===== src/rtl/projectile_pool.sv =====
// ============================================================
// projectile_pool: multi-slot projectile engine with hit/drop events
// Revision: 1.0
// ============================================================
`default_nettype none

module projectile_pool #(
  parameter int NUM_PROJ  = 4,
  parameter int X_STEP    = 2,
  parameter int PROJ_SIZE = 4,
  parameter int X_MAX     = 639,
  parameter int COOLDOWN  = 8
) (
  input  logic                          Clk,
  input  logic                          Reset_n,
  input  logic                          Soft_Reset,
  input  logic                          frame_clk,
  input  logic                          Shoot,
  input  logic                          Dir,
  input  logic [9:0]                    Shooter_X,
  input  logic [9:0]                    Shooter_Y,
  input  logic [9:0]                    Target_X,
  input  logic [9:0]                    Target_Y,
  input  logic [9:0]                    Target_X_Size,
  input  logic [9:0]                    Target_Y_Size,
  input  logic [9:0]                    DrawX,
  input  logic [9:0]                    DrawY,
  output logic                          is_proj,
  output logic                          hit,
  output logic                          drop,
  output logic [7:0]                    hit_count,
  output logic [$clog2(NUM_PROJ+1)-1:0] active_count
);

  localparam int ACW = $clog2(NUM_PROJ + 1);
  localparam int CDW = (COOLDOWN > 0) ? $clog2(COOLDOWN + 1) : 1;
  localparam logic signed [10:0] X_MAX_S   = 11'(X_MAX);
  localparam logic signed [10:0] STEP_S    = 11'(X_STEP);
  localparam logic [10:0]        PSIZE11   = 11'(PROJ_SIZE);
  localparam logic [9:0]         PSIZE10   = 10'(PROJ_SIZE);
  localparam logic [CDW-1:0]     COOL_INIT = CDW'(COOLDOWN);

  logic [2:0]              sync_q, sync_d;
  logic                    tick_q, tick_d;
  logic                    shoot_q, shoot_d;
  logic                    pending_q, pending_d;
  logic [CDW-1:0]          cool_q, cool_d;
  logic [NUM_PROJ-1:0]     act_q, act_d;
  logic [NUM_PROJ-1:0]     dir_q, dir_d;
  logic signed [10:0]      x_q [NUM_PROJ];
  logic signed [10:0]      x_d [NUM_PROJ];
  logic [9:0]              y_q [NUM_PROJ];
  logic [9:0]              y_d [NUM_PROJ];
  logic                    hit_q, hit_d;
  logic                    drop_q, drop_d;
  logic [7:0]              hit_count_q, hit_count_d;
  logic [ACW-1:0]          active_count_q, active_count_d;

  logic [10:0]        lim_x, lim_y;
  logic signed [10:0] nx;
  logic [10:0]        dx, dy;
  logic [4:0]         hits;
  logic [8:0]         hit_sum;
  logic               spawned;
  logic [9:0]         ddx, ddy;

  assign lim_x = {1'b0, Target_X_Size} + PSIZE11;
  assign lim_y = {1'b0, Target_Y_Size} + PSIZE11;

  always_comb begin
    sync_d         = {sync_q[1:0], frame_clk};
    tick_d         = sync_q[1] & ~sync_q[2];
    shoot_d        = Shoot;
    pending_d      = pending_q;
    cool_d         = cool_q;
    act_d          = act_q;
    dir_d          = dir_q;
    x_d            = x_q;
    y_d            = y_q;
    hit_d          = 1'b0;
    drop_d         = 1'b0;
    hit_count_d    = hit_count_q;
    active_count_d = '0;
    nx             = '0;
    dx             = '0;
    dy             = '0;
    hits           = '0;
    hit_sum        = '0;
    spawned        = 1'b0;

    if (tick_q) begin
      for (int i = 0; i < NUM_PROJ; i++) begin
        if (act_q[i]) begin
          nx     = dir_q[i] ? (x_q[i] - STEP_S) : (x_q[i] + STEP_S);
          x_d[i] = nx;
          if (nx > X_MAX_S || nx < 11'sd0) begin
            act_d[i] = 1'b0;
          end else begin
            dx = ({1'b0, nx[9:0]} >= {1'b0, Target_X}) ? ({1'b0, nx[9:0]} - {1'b0, Target_X})
                                                       : ({1'b0, Target_X} - {1'b0, nx[9:0]});
            dy = ({1'b0, y_q[i]} >= {1'b0, Target_Y}) ? ({1'b0, y_q[i]} - {1'b0, Target_Y})
                                                      : ({1'b0, Target_Y} - {1'b0, y_q[i]});
            if (dx <= lim_x && dy <= lim_y) begin
              act_d[i] = 1'b0;
              hits     = hits + 5'd1;
            end
          end
        end
      end
      hit_d       = (hits != 5'd0);
      hit_sum     = {1'b0, hit_count_q} + {4'b0, hits};
      hit_count_d = hit_sum[8] ? 8'hFF : hit_sum[7:0];

      // Free-slot search looks at pre-tick state so a slot retired now stays empty until next tick
      if (pending_q) begin
        if (cool_q == '0 && !(&act_q)) begin
          for (int i = 0; i < NUM_PROJ; i++) begin
            if (!act_q[i] && !spawned) begin
              spawned  = 1'b1;
              act_d[i] = 1'b1;
              dir_d[i] = Dir;
              x_d[i]   = $signed({1'b0, Shooter_X});
              y_d[i]   = Shooter_Y;
            end
          end
          cool_d = COOL_INIT;
        end else begin
          drop_d = 1'b1;
        end
      end
      if (!spawned && cool_q != '0) begin
        cool_d = cool_q - CDW'(1);
      end
    end

    pending_d = (tick_q ? 1'b0 : pending_q) | (Shoot & ~shoot_q);

    if (Soft_Reset) begin
      sync_d      = '0;
      tick_d      = 1'b0;
      shoot_d     = 1'b0;
      pending_d   = 1'b0;
      cool_d      = '0;
      act_d       = '0;
      dir_d       = '0;
      hit_d       = 1'b0;
      drop_d      = 1'b0;
      hit_count_d = '0;
      for (int i = 0; i < NUM_PROJ; i++) begin
        x_d[i] = '0;
        y_d[i] = '0;
      end
    end

    for (int i = 0; i < NUM_PROJ; i++) begin
      active_count_d = active_count_d + ACW'(act_d[i]);
    end
  end

  always_ff @(posedge Clk or negedge Reset_n) begin
    if (!Reset_n) begin
      sync_q         <= '0;
      tick_q         <= 1'b0;
      shoot_q        <= 1'b0;
      pending_q      <= 1'b0;
      cool_q         <= '0;
      act_q          <= '0;
      dir_q          <= '0;
      hit_q          <= 1'b0;
      drop_q         <= 1'b0;
      hit_count_q    <= '0;
      active_count_q <= '0;
      for (int i = 0; i < NUM_PROJ; i++) begin
        x_q[i] <= '0;
        y_q[i] <= '0;
      end
    end else begin
      sync_q         <= sync_d;
      tick_q         <= tick_d;
      shoot_q        <= shoot_d;
      pending_q      <= pending_d;
      cool_q         <= cool_d;
      act_q          <= act_d;
      dir_q          <= dir_d;
      hit_q          <= hit_d;
      drop_q         <= drop_d;
      hit_count_q    <= hit_count_d;
      active_count_q <= active_count_d;
      for (int i = 0; i < NUM_PROJ; i++) begin
        x_q[i] <= x_d[i];
        y_q[i] <= y_d[i];
      end
    end
  end

  always_comb begin
    is_proj = 1'b0;
    ddx     = '0;
    ddy     = '0;
    for (int i = 0; i < NUM_PROJ; i++) begin
      ddx = (DrawX >= x_q[i][9:0]) ? (DrawX - x_q[i][9:0]) : (x_q[i][9:0] - DrawX);
      ddy = (DrawY >= y_q[i]) ? (DrawY - y_q[i]) : (y_q[i] - DrawY);
      if (act_q[i] && ddx <= PSIZE10 && ddy <= PSIZE10) begin
        is_proj = 1'b1;
      end
    end
  end

  assign hit          = hit_q;
  assign drop         = drop_q;
  assign hit_count    = hit_count_q;
  assign active_count = active_count_q;

endmodule

`default_nettype wire

===== config.mk =====
export PLATFORM = sky130hd
export DESIGN_NAME = projectile_pool
export DESIGN_NICKNAME = d
export VERILOG_FILES = /design/src/rtl/projectile_pool.sv
export SDC_FILE = /design/constraint.sdc
export NUM_CORES = 1
export LEC_CHECK = 0
export CAP_MARGIN = 10
export CORE_MARGIN = 10
export CORE_UTILIZATION = 40
export DETAILED_ROUTE_END_ITERATION = 6
export GPL_ROUTABILITY_DRIVEN = 0
export PLACE_DENSITY_LB_ADDON = 0.25
export SKIP_CTS_REPAIR_TIMING = 1
export SYNTH_ARGS = -nofsm -noshare
export SYNTH_HDL_FRONTEND = slang
export SYNTH_SLANG_ARGS = --single-unit

===== constraint.sdc =====
create_clock -name Clk -period 23.7 [get_ports Clk]
set_input_delay 4.74 -clock Clk [delete_from_list [all_inputs] [get_ports Clk]]
set_output_delay 4.74 -clock Clk [all_outputs]
set_load 0.1 [all_outputs]

After elaboration in Yosys (flattened, before gate mapping)
Cells that the tools add are included.
{"block": "totals", "inputBits": 86, "register_bits": 115, "wordCells": 287}
{"block": "classes", "add_sub_neg": 50, "n_bitwise": 5, "eq_ne": 1, "n_reduce_logical": 46, "n_lt_le_gt_ge": 40, "mux": 123}
{"operator": "$mux W11", "n": 20}
{"operator": "$mux W44", "n": 4}
{"operator": "$sub A10 B10 Y11", "n": 16}
{"operator": "$ge A10 B10 Y1", "n": 16}
{"operator": "$mux W40", "n": 4}
{"operator": "$sub A10 B10 Y10", "n": 16}
{"operator": "$mux W10", "n": 12}
{"operator": "$le A11 B11 Y1", "n": 8}
{"operator": "$le A10 B3 Y1 const B", "n": 8}
{"operator": "$mux W5", "n": 13}
{"operator": "$mux W1", "n": 53}
{"operator": "$mux W4", "n": 13}
{"operator": "$add A11 B3 Y11 const B", "n": 4}
{"operator": "$gt A11 B11 Y1 const B", "n": 4}
{"operator": "$lt A11 B1 Y1 const B", "n": 4}
{"operator": "$sub A11 B3 Y11 const B", "n": 4}
{"operator": "$mux W8", "n": 3}
{"operator": "$add A10 B3 Y11 const B", "n": 2}
{"operator": "$reduce_and A4 Y1", "n": 5}
{"operator": "$logic_and A1 B1 Y1", "n": 17}
{"operator": "$add A5 B1 Y5 const B", "n": 3}
{"operator": "$reduce_bool A2 Y1", "n": 6}
{"operator": "$add A8 B5 Y9", "n": 1}
{"operator": "$logic_not A1 Y1", "n": 8}
{"operator": "other kinds (15)", "n": 21}

Longest topological paths before layout
Gate-level depths: netlist of the first run.
{"block": "logic_depth", "depth_word": 29, "depth_mapped": 41}

Worst setup path before layout of the first run
No wires, ideal clock.
{"block": "synth_timing", "kind": "input to output", "start": "input port DrawY[2]", "end": "output port is_proj", "stages": 12, "arrival_ns": 8.170, "slack_ns": 10.790, "required_time_ns": 18.960, "path_cell_list": "inv_1 -> ha_1 -> clkbuf_1 -> a21oi_2 -> o21ai_1 -> a2111oi_4 -> or2_2 -> clkbuf_1 -> mux2_2 -> a221o_1 -> o2111ai_1 -> nand4_1"}
{"block": "synth_via", "elab_chain_cells": 8, "word_cells_on_any_way": 28, "cone_classes": "add/sub (8); order compare (8); mux (8); reduce/logical (4)"}
{"element": "from (decl)", "line": "27", "text": "input logic [9:0] DrawY,"}
{"element": "$sub A10 B10 Y10 / $ge A10 B10 Y1 (equally long branches)", "line": "202", "text": "ddy = (DrawY >= y_q[i]) ? (DrawY - y_q[i]) : (y_q[i] - DrawY);"}
{"element": "$mux W10", "line": "202"}
{"element": "$le A10 B3 Y1", "line": "203", "text": "if (act_q[i] && ddx <= PSIZE10 && ddy <= PSIZE10) begin"}
{"element": "$logic_and A1 B1 Y1", "line": "203"}
{"element": "$mux W1 (3 in a row)", "line": "203"}
{"element": "$mux W1 (*)", "line": "203"}
{"element": "to (decl)", "line": "28", "text": "output logic is_proj,"}
Mark *: on every way between the ends. The rest lies on a longest branch, timed or not.

Worst setup path in the final report of the first run
{"block": "layout_timing", "start": "input port DrawX[7]", "end": "output port is_proj"}
{"block": "layout_via", "elab_chain_cells": 9, "word_cells_on_any_way": 32, "cone_classes": "add/sub (8); order compare (8); mux (8); reduce/logical (8)"}
{"element": "from (decl)", "line": "26", "text": "input logic [9:0] DrawX,"}
{"element": "$sub A10 B10 Y10 / $ge A10 B10 Y1 (equally long branches)", "line": "201", "text": "ddx = (DrawX >= x_q[i][9:0]) ? (DrawX - x_q[i][9:0]) : (x_q[i][9:0] - DrawX);"}
{"element": "$mux W10", "line": "201"}
{"element": "$le A10 B3 Y1", "line": "203"}
{"element": "$logic_and A1 B1 Y1 (2 in a row)", "line": "203"}
{"element": "$mux W1 (3 in a row)", "line": "203"}
{"element": "$mux W1 (*)", "line": "203"}
Marks and branches as above.

==> results of run 1 <==
==> metrics by stage <==
step	hold WS, ns	std cells	area, um^2	setup slack [ns]	power (W)
CTS	0.409	3689	24800	8.68	0.000795
floorplan	0.378	2883	22500	10.79	0.000418
detailed placement	0.395	3657	24200	8.67	0.000523
global route	0.430	3691	24800	8.31	0.000840
finish	0.399	3691	24800	8.57	0.000800
global placement	0.390	3657	24200	8.73	0.000515
==> power by group through the flow <==
stage               clock network [W]  logic [W]  registers [W]
global route                 0.000281   0.000359       0.000201
finish                       0.000270   0.000329       0.000201
global placement                    0   0.000311       0.000204
detailed placement                  0   0.000319       0.000204
CTS                          0.000272   0.000322       0.000201
floorplan                           0   0.000213       0.000205
==> worst reg2reg max path, delay by kind of cell (launching register included) <==
family / cells / cell delay (ns)
fa+ha+maj: 7 / 2.32
buf+inv: 3 / 0.54
flops: 1 / 0.35
simple gates: 11 / 1.61
compound gates: 15 / 4.41
mux: 3 / 1.04
==> kinds of logic after synthesis <==
kind of cell | Yosys count | share of synthesized area (%)
AOI/OAI and AO/OA | 863 | 25.8
buffers and inverters | 333 | 5.71
xor gates and xnor gates | 138 | 5.38
adders and majority gates | 471 | 27.0
muxes | 108 | 5.00
and+or+nand+nor | 855 | 18.3
DFF | 115 | 12.8
==> cell usage in the layout (no fill, tap or decap), drive strengths merged, types with 20 or more instances in the layout <==
master,n
ha,449
nand2,286
a21oi,252
inv,243
nor2,183
o21ai,157
dfrtp,115
clkdlybuf4s50,97
nand3,78
xnor2,77
mux2i,76
nor2b,65
xor2,61
a21o,60
nor3,52
o21a,36
o211ai,32
a211oi,32
nand4,32
mux2,32
nand2b,28
a221oi,28
a31oi,27
and2,24
and3,22
o22ai,22
fa,22
or3,20
a2111oi,20
clkbuf,20
==> registers in the layout (all words and copies together) (netlist names) <==
| register | count |
|---|---|
| y_q | 40 |
| active_count | 3 |
| cool_q | 4 |
| tick_q | 1 |
| pending_q | 1 |
| hit | 1 |
| drop | 1 |
| x_q | 44 |
| sync_q | 3 |
| shoot_q | 1 |
| hit_count | 8 |
| dir_q | 4 |
| act_q | 4 |
==> cells in the mapped netlist, types with 24 or more instances <==
| cell type | number | area [um^2] |
|---|---|---|
| xnor2_1 | 77 | 674 |
| nand2b_1 | 28 | 175 |
| and2_1 | 24 | 150 |
| dfrtp_1 | 115 | 2880 |
| nor2b_1 | 65 | 407 |
| ha_1 | 449 | 5620 |
| nor3_1 | 51 | 255 |
| o21ai_0 | 130 | 651 |
| o21ai_1 | 26 | 130 |
| mux2i_1 | 76 | 761 |
| a21o_1 | 60 | 450 |
| nor2_1 | 182 | 683 |
| nand4_1 | 32 | 200 |
| o21a_1 | 36 | 270 |
| a21oi_1 | 250 | 1250 |
| nand2_1 | 285 | 1070 |
| inv_1 | 239 | 897 |
| mux2_2 | 31 | 349 |
| a221oi_1 | 27 | 236 |
| clkbuf_1 | 65 | 244 |
| xor2_1 | 61 | 534 |
| a31oi_1 | 25 | 156 |
| nand3_1 | 78 | 390 |
| o211ai_1 | 32 | 240 |
| a211oi_1 | 32 | 240 |
==> routing by layer <==
metal / vias to the layer above / global-route usage (%)
met2: 967 / 40.3
li1: 10595 / -
met1: 10897 / 28.4
met4: 4 / 13.1
met5: - / 0
met3: 255 / 2.90
==> final timing paths <==
check                               startpoint                       end  slack, ns
max in group asynchronous              Reset_n          tick_q$_DFF_PN0_      17.91
hold reg to reg            sync_q[2]$_DFF_PN0_          tick_q$_DFF_PN0_       0.40
setup / recovery                      DrawX[7]                   is_proj       8.57
setup reg to reg           x_q[34]$_DFFE_PN0P_  hit_count[5]$_DFFE_PN0P_      13.30
min in group asynchronous              Reset_n        y_q[9]$_DFFE_PN0P_       4.32
hold / removal             sync_q[2]$_DFF_PN0_          tick_q$_DFF_PN0_       0.40
==> area by class of cell <==
type / count / share of cell area [%]
Clock inverter: 12 / 0.631
Sequential cell: 115 / 11.6
Inverter: 246 / 3.73
Timing Repair Buffer: 115 / 4.46
Tap cell: 748 / 3.78
Multi-Input combinational cell: 2435 / 73.9
Clock buffer: 20 / 1.84
==> results.toml, run 1 <==
[cells_and_area]
layout-drive-gt1-share_pct = 4.45
syn2layout_area_growth_pct = 10.2
nets = 3487
area.sequential_um2 = 2880
multiInputGateArea_um2 = 18300
fin_util_pct = 44.7
n_antenna_cell = 0
nFillCells = 5480

[routing]
wl_met3_um = 5010
dr_wl_met2_um = 38800
drc = 0
drt_wl_total_um = 82500
wl_per_cell_um = 22.4
detail-route-antenna-nets = 0
first_iter_violations = 1846
vias_per_cell = 6.15
drtPass1Iterations = 6
vias = 22718
highest_layer = "met5"
met1_length_um = 33800

[run]
max-cap-violations = 0

[clock_network]
cts.clk_slew.worst_paths_ns = 0.06
clkLatencyLatePin_ns = 0.44
cts_buffer_depth = 2
cts_buffers = 17
cts_tree = "built"
cts_num_sinks = 115
cts_root_buf = "clkbuf_16"
h-tree-depth = 4

[critical_path]
cp_num_buf_inv = 3
critPathLaunchType = "input port"
path_class = "in2out"
crit_fanout = 9
path_delay_family = "buffers and inverters"
required_ns = 18.96
cp_cell_sequence = "clkdlybuf4s50_1, inv_1, ha_1, and4_1, a41oi_2, a32oi_2, mux2_2, a21o_1, a221oi_2, xnor2_1, nor4_1, nand4_1, nand4_1, clkdlybuf4s50_1"
crit_slowest_cell = "clkdlybuf4s50_1"
cp.depth = 14
end_kind = "primary output"
worstPathArrival_ns = 10.39
rr_worst_depth = 39
slowest_delay_ns = 1.15

[pwr]
p_int_w = 0.000498
seqPwrFrac_pct = 25.1
comb_power_share_pct = 41.1
irDropWorstVdd_uv = 54.2
p_leak_nw = 11.3
p_switching_w = 0.000301
power_per_cell_area_nw_per_um2 = 32.3
swShare_pct = 37.7
clkPwrFrac_pct = 33.8

[synth]
yosysWarnings = 0
synth-edff-count = 0
synth.cell_area_um2 = 22500
ys_ff_latch = 115
async_reset_ff_share_pct = 100
synthCells = 2883
avgSynthCellArea_um2 = 7.80
syn_nets = 3440
ys_seq_area_share_pct = 12.8
yosysUniqueCellTypes = 104
ys.flop_type = "dfrtp_1"

[placed_design]
dp.final_hpwl_um = 68000
numPortBuffers = 99

[grt]
grt_usage_pct = 23.6
grt_max_degree = 73
grt_pass1_vias = 21943
antenna_found_initial = 3
grt_pass1_wl_um = 124000
gr-total-overflow = 0

[sta]
rsz0062_at_grt = "no"
finalHoldViolCount = 0
post-route-min-period_ns = 15.13
relSlewSlack_pct = 21.5
fin_crit_sh_pct = 63.8
worstMarginPinSlew_ns = 1.17
setup-tns-final_ns = 0
skew_ns = 0.0116
fmax_mhz = 66.1
finalSetupViolations = 0
drv_slew = 0

[hold_path]
hold_path.class = "reg2reg"
hold_depth = 1

[floorplanning]
die_w_um = 257
die_area_um2 = 66100
core_um2 = 55400
ios = 100
std_cell_rows = 86
die_h_um = 257
initial_utilization_pct = 40.6

[outcome]
run_status = "completed"
No activity file was read; power rests on OpenSTA's default activity.
==> inputs of run 2 (changes only) <==
==> constraint.sdc (replaced) <==
create_clock -name Clk -period 13.2 [get_ports Clk]
set_input_delay 2.64 -clock Clk [delete_from_list [all_inputs] [get_ports Clk]]
set_output_delay 2.64 -clock Clk [all_outputs]
set_load 0.1 [all_outputs]
==> run 2 against run 1 <==
Net effect:
- clock skew increased by 0.0038 ns
- power is 77% higher
- setup slack lost 6.9 ns
- critical path depth is 20 higher
- sequential share of layout area hardly changed
- utilization grew 0.054 points
- clock power up 73%
- global-route usage hardly changed
- critical path type is now in2reg
- largest power group unchanged
- highest routed layer is now met4
==> results.toml, run 2 (same netlist as run 1, synthesis figures left out) <==
[routing]
detail-route-antenna-nets = 0
vias = 22621
first_iter_violations = 1924
drtPass1Iterations = 6
wl_per_cell_um = 22.2
drc = 0
vias_per_cell = 6.12
drt_wl_total_um = 82200

[grt]
grt_pass1_vias = 22245
grt_max_degree = 84
antenna_found_initial = 0
grt_pass1_wl_um = 125000
grt_usage_pct = 23.7
gr-total-overflow = 0

[pwr]
power_per_cell_area_nw_per_um2 = 57.0
p_leak_nw = 11.3
irDropWorstVdd_uv = 88.2

[hold_path]
whs_endpoint = "tick_q$_DFF_PN0_"
hold_depth = 1
hold_path.class = "reg2reg"
holdCritStartpoint = "sync_q[2]$_DFF_PN0_"

[critical_path]
critPathLaunchType = "input port"
crit_fanout = 13
path_class = "in2reg"
worstPathArrival_ns = 11.79
required_ns = 13.50
r2r_slack_ns = 3.06
r2r-end = "hit_count[5]$_DFFE_PN0P_"
end_kind = "flip-flop"
slowest_delay_ns = 0.85
crit_slowest_cell = "clkdlybuf4s50_1"
rr_worst_depth = 39
crit-reg2reg-launch = "x_q[34]$_DFFE_PN0P_"
path_common_cell = "ha_1"

[sta]
fmax_mhz = 87.0
fin_crit_sh_pct = 87.0
holdWs_ns = 0.398
finalSetupViolations = 0
rsz0062_at_grt = "no"
relSlewSlack_pct = 18.6
post-route-min-period_ns = 11.49
worstMarginPinSlew_ns = 1.22
setup-tns-final_ns = 0
finalHoldViolCount = 0
setup_ws_ns = 1.71
skew_ns = 0.0154
drv_slew = 0

[cells_and_area]
final_cell_mix = "ha_1, nand2_1, a21oi_1"
n_antenna_cell = 0
syn2layout_area_growth_pct = 10.4
layout_commonest_cell = "ha_1"
top_register = "x_q"
layout-drive-gt1-share_pct = 4.74
nets = 3495
multiInputGateArea_um2 = 18300
stdcell_area_um2 = 24800
fin_cells = 3699
largest_register_ffs = 44
nFillCells = 5467
area.sequential_um2 = 2880

[floorplanning]
die_area_um2 = 66100
initial_utilization_pct = 40.6
die_h_um = 257
core_um2 = 55400
ios = 100
std_cell_rows = 86
die_w_um = 257

[clock_network]
cts_num_sinks = 115
cts_buffers = 17
cts.clk_slew.worst_paths_ns = 0.06
cts_buffer_depth = 2
clkLatencyLatePin_ns = 0.44
h-tree-depth = 4
cts_root_buf = "clkbuf_16"
cts_tree = "built"

[outcome]
run_status = "completed"

[placed_design]
dp.final_hpwl_um = 67300
dpl_cell_area_um2 = 24200
numPortBuffers = 99
dp_slack_ns = 1.27
dp_cells = 3667

[run]
max-cap-violations = 0
[run 2: cell count changes in the layout (fill, tap and decap cells not counted), sizes merged]
cell,change
inv,+2
buf,+8
bufinv,-1
clkinv,+2
clkbuf,-3
[run 2: layout make-up]
| type | count | share of cell area [%] |
|---|---|---|
| clock buffer | 17 | 1.71 |
| sequential | 115 | 11.6 |
| multi-input combinational | 2435 | 73.9 |
| clock inverter | 15 | 0.635 |
| timing repair buffer | 123 | 4.70 |
| tap | 748 | 3.77 |
| inverter | 246 | 3.72 |
[run 2: per-layer routing]
metal / share of wire [%] / vias to the layer above / global-route usage [%]
met5: 0 / - / 0
met4: 6.7 / 0 / 14.2
met3: 6.1 / 261 / 2.79
met2: 47 / 986 / 40.4
met1: 41 / 10780 / 28.1
li1: - / 10594 / -
[run 2: power breakdown]
part	switching (W)	internal, W	total (W)
sequential	0.00000486	0.000355	0.000360
clock	0.000188	0.000278	0.000466
combinational	0.000355	0.000234	0.000589
total	0.000548	0.000867	0.00142
[run 2: critical path: cells and delay by family]
family	cells	cell delay, ns
AND/OR/NAND/NOR	11	2.18
multiplexers	3	1.05
adder cells (fa/ha/maj)	6	2.03
buffers and inverters	4	1.65
XOR/XNOR	1	0.17
AO/OA/AOI/OAI	9	2.06
[run 2: metrics by stage]
stage,power (W),utilization [%]
after floorplan,0.000751,-
after global placement,0.000927,43.7
after detailed placement,0.000940,43.7
after CTS,0.00141,44.8
after global routing,0.00149,44.8
final,0.00142,44.8
[run 2: how the worst max path moves through the flow]
| stage | from | to | slack, ns | cells after the start |
|---|---|---|---|---|
| 2_1_floorplan | Target_Y[1] | hit_count[5]$_DFFE_PN0P_ | 3.52 | 34 |
| 3_3_place_gp | Target_X[1] | hit_count[5]$_DFFE_PN0P_ | 1.61 | 35 |
| 3_5_place_dp | Target_X[1] | hit_count[5]$_DFFE_PN0P_ | 1.27 | 34 |
| 4_1_cts | Target_X[1] | hit_count[5]$_DFFE_PN0P_ | 1.73 | 34 |
| 5_1_grt | Target_X[1] | hit_count[5]$_DFFE_PN0P_ | 1.04 | 34 |
| 6_report | Target_X[1] | hit_count[5]$_DFFE_PN0P_ | 1.71 | 34 |
==> RTL edit (flow settings as in run 2) <==
The parameter `X_MAX` goes from 639 to 479.
--- a/src/rtl/projectile_pool.sv
+++ b/src/rtl/projectile_pool.sv
@@ -8,7 +8,7 @@
   parameter int NUM_PROJ  = 4,
   parameter int X_STEP    = 2,
   parameter int PROJ_SIZE = 4,
-  parameter int X_MAX     = 639,
+  parameter int X_MAX     = 479,
   parameter int COOLDOWN  = 8
 ) (
   input  logic                          Clk,
Function: changed (a bounded check fails within 10 cycles, from zero or initial values and one cycle with Reset_n low).
==> RTL edit against run 2 <==
The run now ends with DRC left. Synthesized area down 4.0%. Routed wire length down 4.7%. First-iteration DRC count down 4.3%. Final area down 3.9%. Critical endpoint unchanged. Total power down 4.4%. Setup slack worse by 0.072 ns. Die area down 3.7%. Largest cell class unchanged. Register-to-register slack better by 0.55 ns. Sequential cell count unchanged. Global-route usage about the same. Critical path type unchanged.
==> RTL edit: results (changes against run 2) <==
worst_setup_path:
  path_max_fanout: 11  # was 13
  ff2ff_path_depth: 40  # was 39
  r2r_setup_slack_ns: 3.61  # was 3.06 ns
  worstPathArrival_ns: 11.87  # was 11.79 ns
  r2r_start: "dir_q[1]"  # was x_q[34]
drt:
  wl_met2_um: 37700  # was 38360 um
  drt-met1-wl_um: 30170  # was 33310 um
  detail_route.wl_per_cell_um: 22.63  # was 22.21 um
  drtIter0Drc: 1842  # was 1924
  met3_length_um: 5619  # was 5030 um
  drc: 8  # was 0
  vias: 21188  # was 22621
layout:
  n_fill_cell: 5218  # was 5467
  n_all_buffers: 114  # was 123
  multi_input_area_um2: 17470  # was 18320 um2
  buf_share: 0.04625  # was 0.04700
  nClkBuffers: 21  # was 17
  antenna_cells: 4  # was 0
  clock_area_frac: 0.02410  # was 0.02350
  final_nets: 3304  # was 3495
  sh_seq_area: 0.1208  # was 0.1160
  drive_above_1_share: 0.05109  # was 0.04744
placement:
  dp_hpwl_um: 64320  # was 67260 um
yosys:
  ys_types: 96  # was 104
  synth_seq_area_share: 0.1334  # was 0.1280
global_route:
  antenna_found_initial: 2  # was 0
  grt_first_pass_wirelength_um: 118100  # was 125100 um
status:
  violations: "DRC"
  status: "complete, but fails checks"  # was completed
[RTL edit: kinds of logic after synthesis]
| logic type | after synthesis | share of synthesized area |
|---|---|---|
| compound gates | 809 | 0.2500 |
| xor+xnor | 157 | 0.06436 |
| fa+ha+maj | 471 | 0.2808 |
| buf+inv | 323 | 0.05735 |
| flops | 115 | 0.1334 |
| mux | 116 | 0.05624 |
| simple gates | 700 | 0.1580 |
[RTL edit: worst reg2reg max path, delay by kind of cell, from the launching register on]
family	cells	cell delay (ns)
adders and majority gates	7	2.40
AOI/OAI and AO/OA	11	2.37
and+or+nand+nor	13	2.34
muxes	3	0.76
DFF	1	0.63
buffers and inverters	4	0.52
xor gates and xnor gates	2	0.46
[RTL edit: report_power, final]
part           internal (mW)  leakage (nW)  switching, mW
Clock                  0.274         0.268          0.179
Combinational          0.219          9.19          0.324
Sequential             0.355          1.60        0.00245
[RTL edit: worst max-delay path by stage]
stage | startpoint | endpoint | slack (ns) | cells past startpoint
6_report | Target_Y[1] | hit_count[5] | 1.64 | 39
5_1_grt | Target_Y[1] | hit_count[3] | 0.90 | 39
3_5_place_dp | Target_Y[1] | hit_count[5] | 1.25 | 39
3_3_place_gp | Target_Y[1] | hit_count[5] | 1.51 | 39
2_1_floorplan | Target_Y[1] | hit_count[5] | 3.41 | 37
4_1_cts | Target_Y[1] | hit_count[5] | 1.69 | 39
[RTL edit: stage by stage]
stage               area, um2  hold WS (ns)  worst slack, ns  instances
finish                  23830        0.3911            1.639       3460
global placement        23240        0.3809            1.507       3423
CTS                     23810        0.3994            1.690       3455
detailed placement      23240        0.3908            1.247       3423
global route            23820        0.4132           0.9025       3456
floorplan               21580        0.3777            3.406       2691
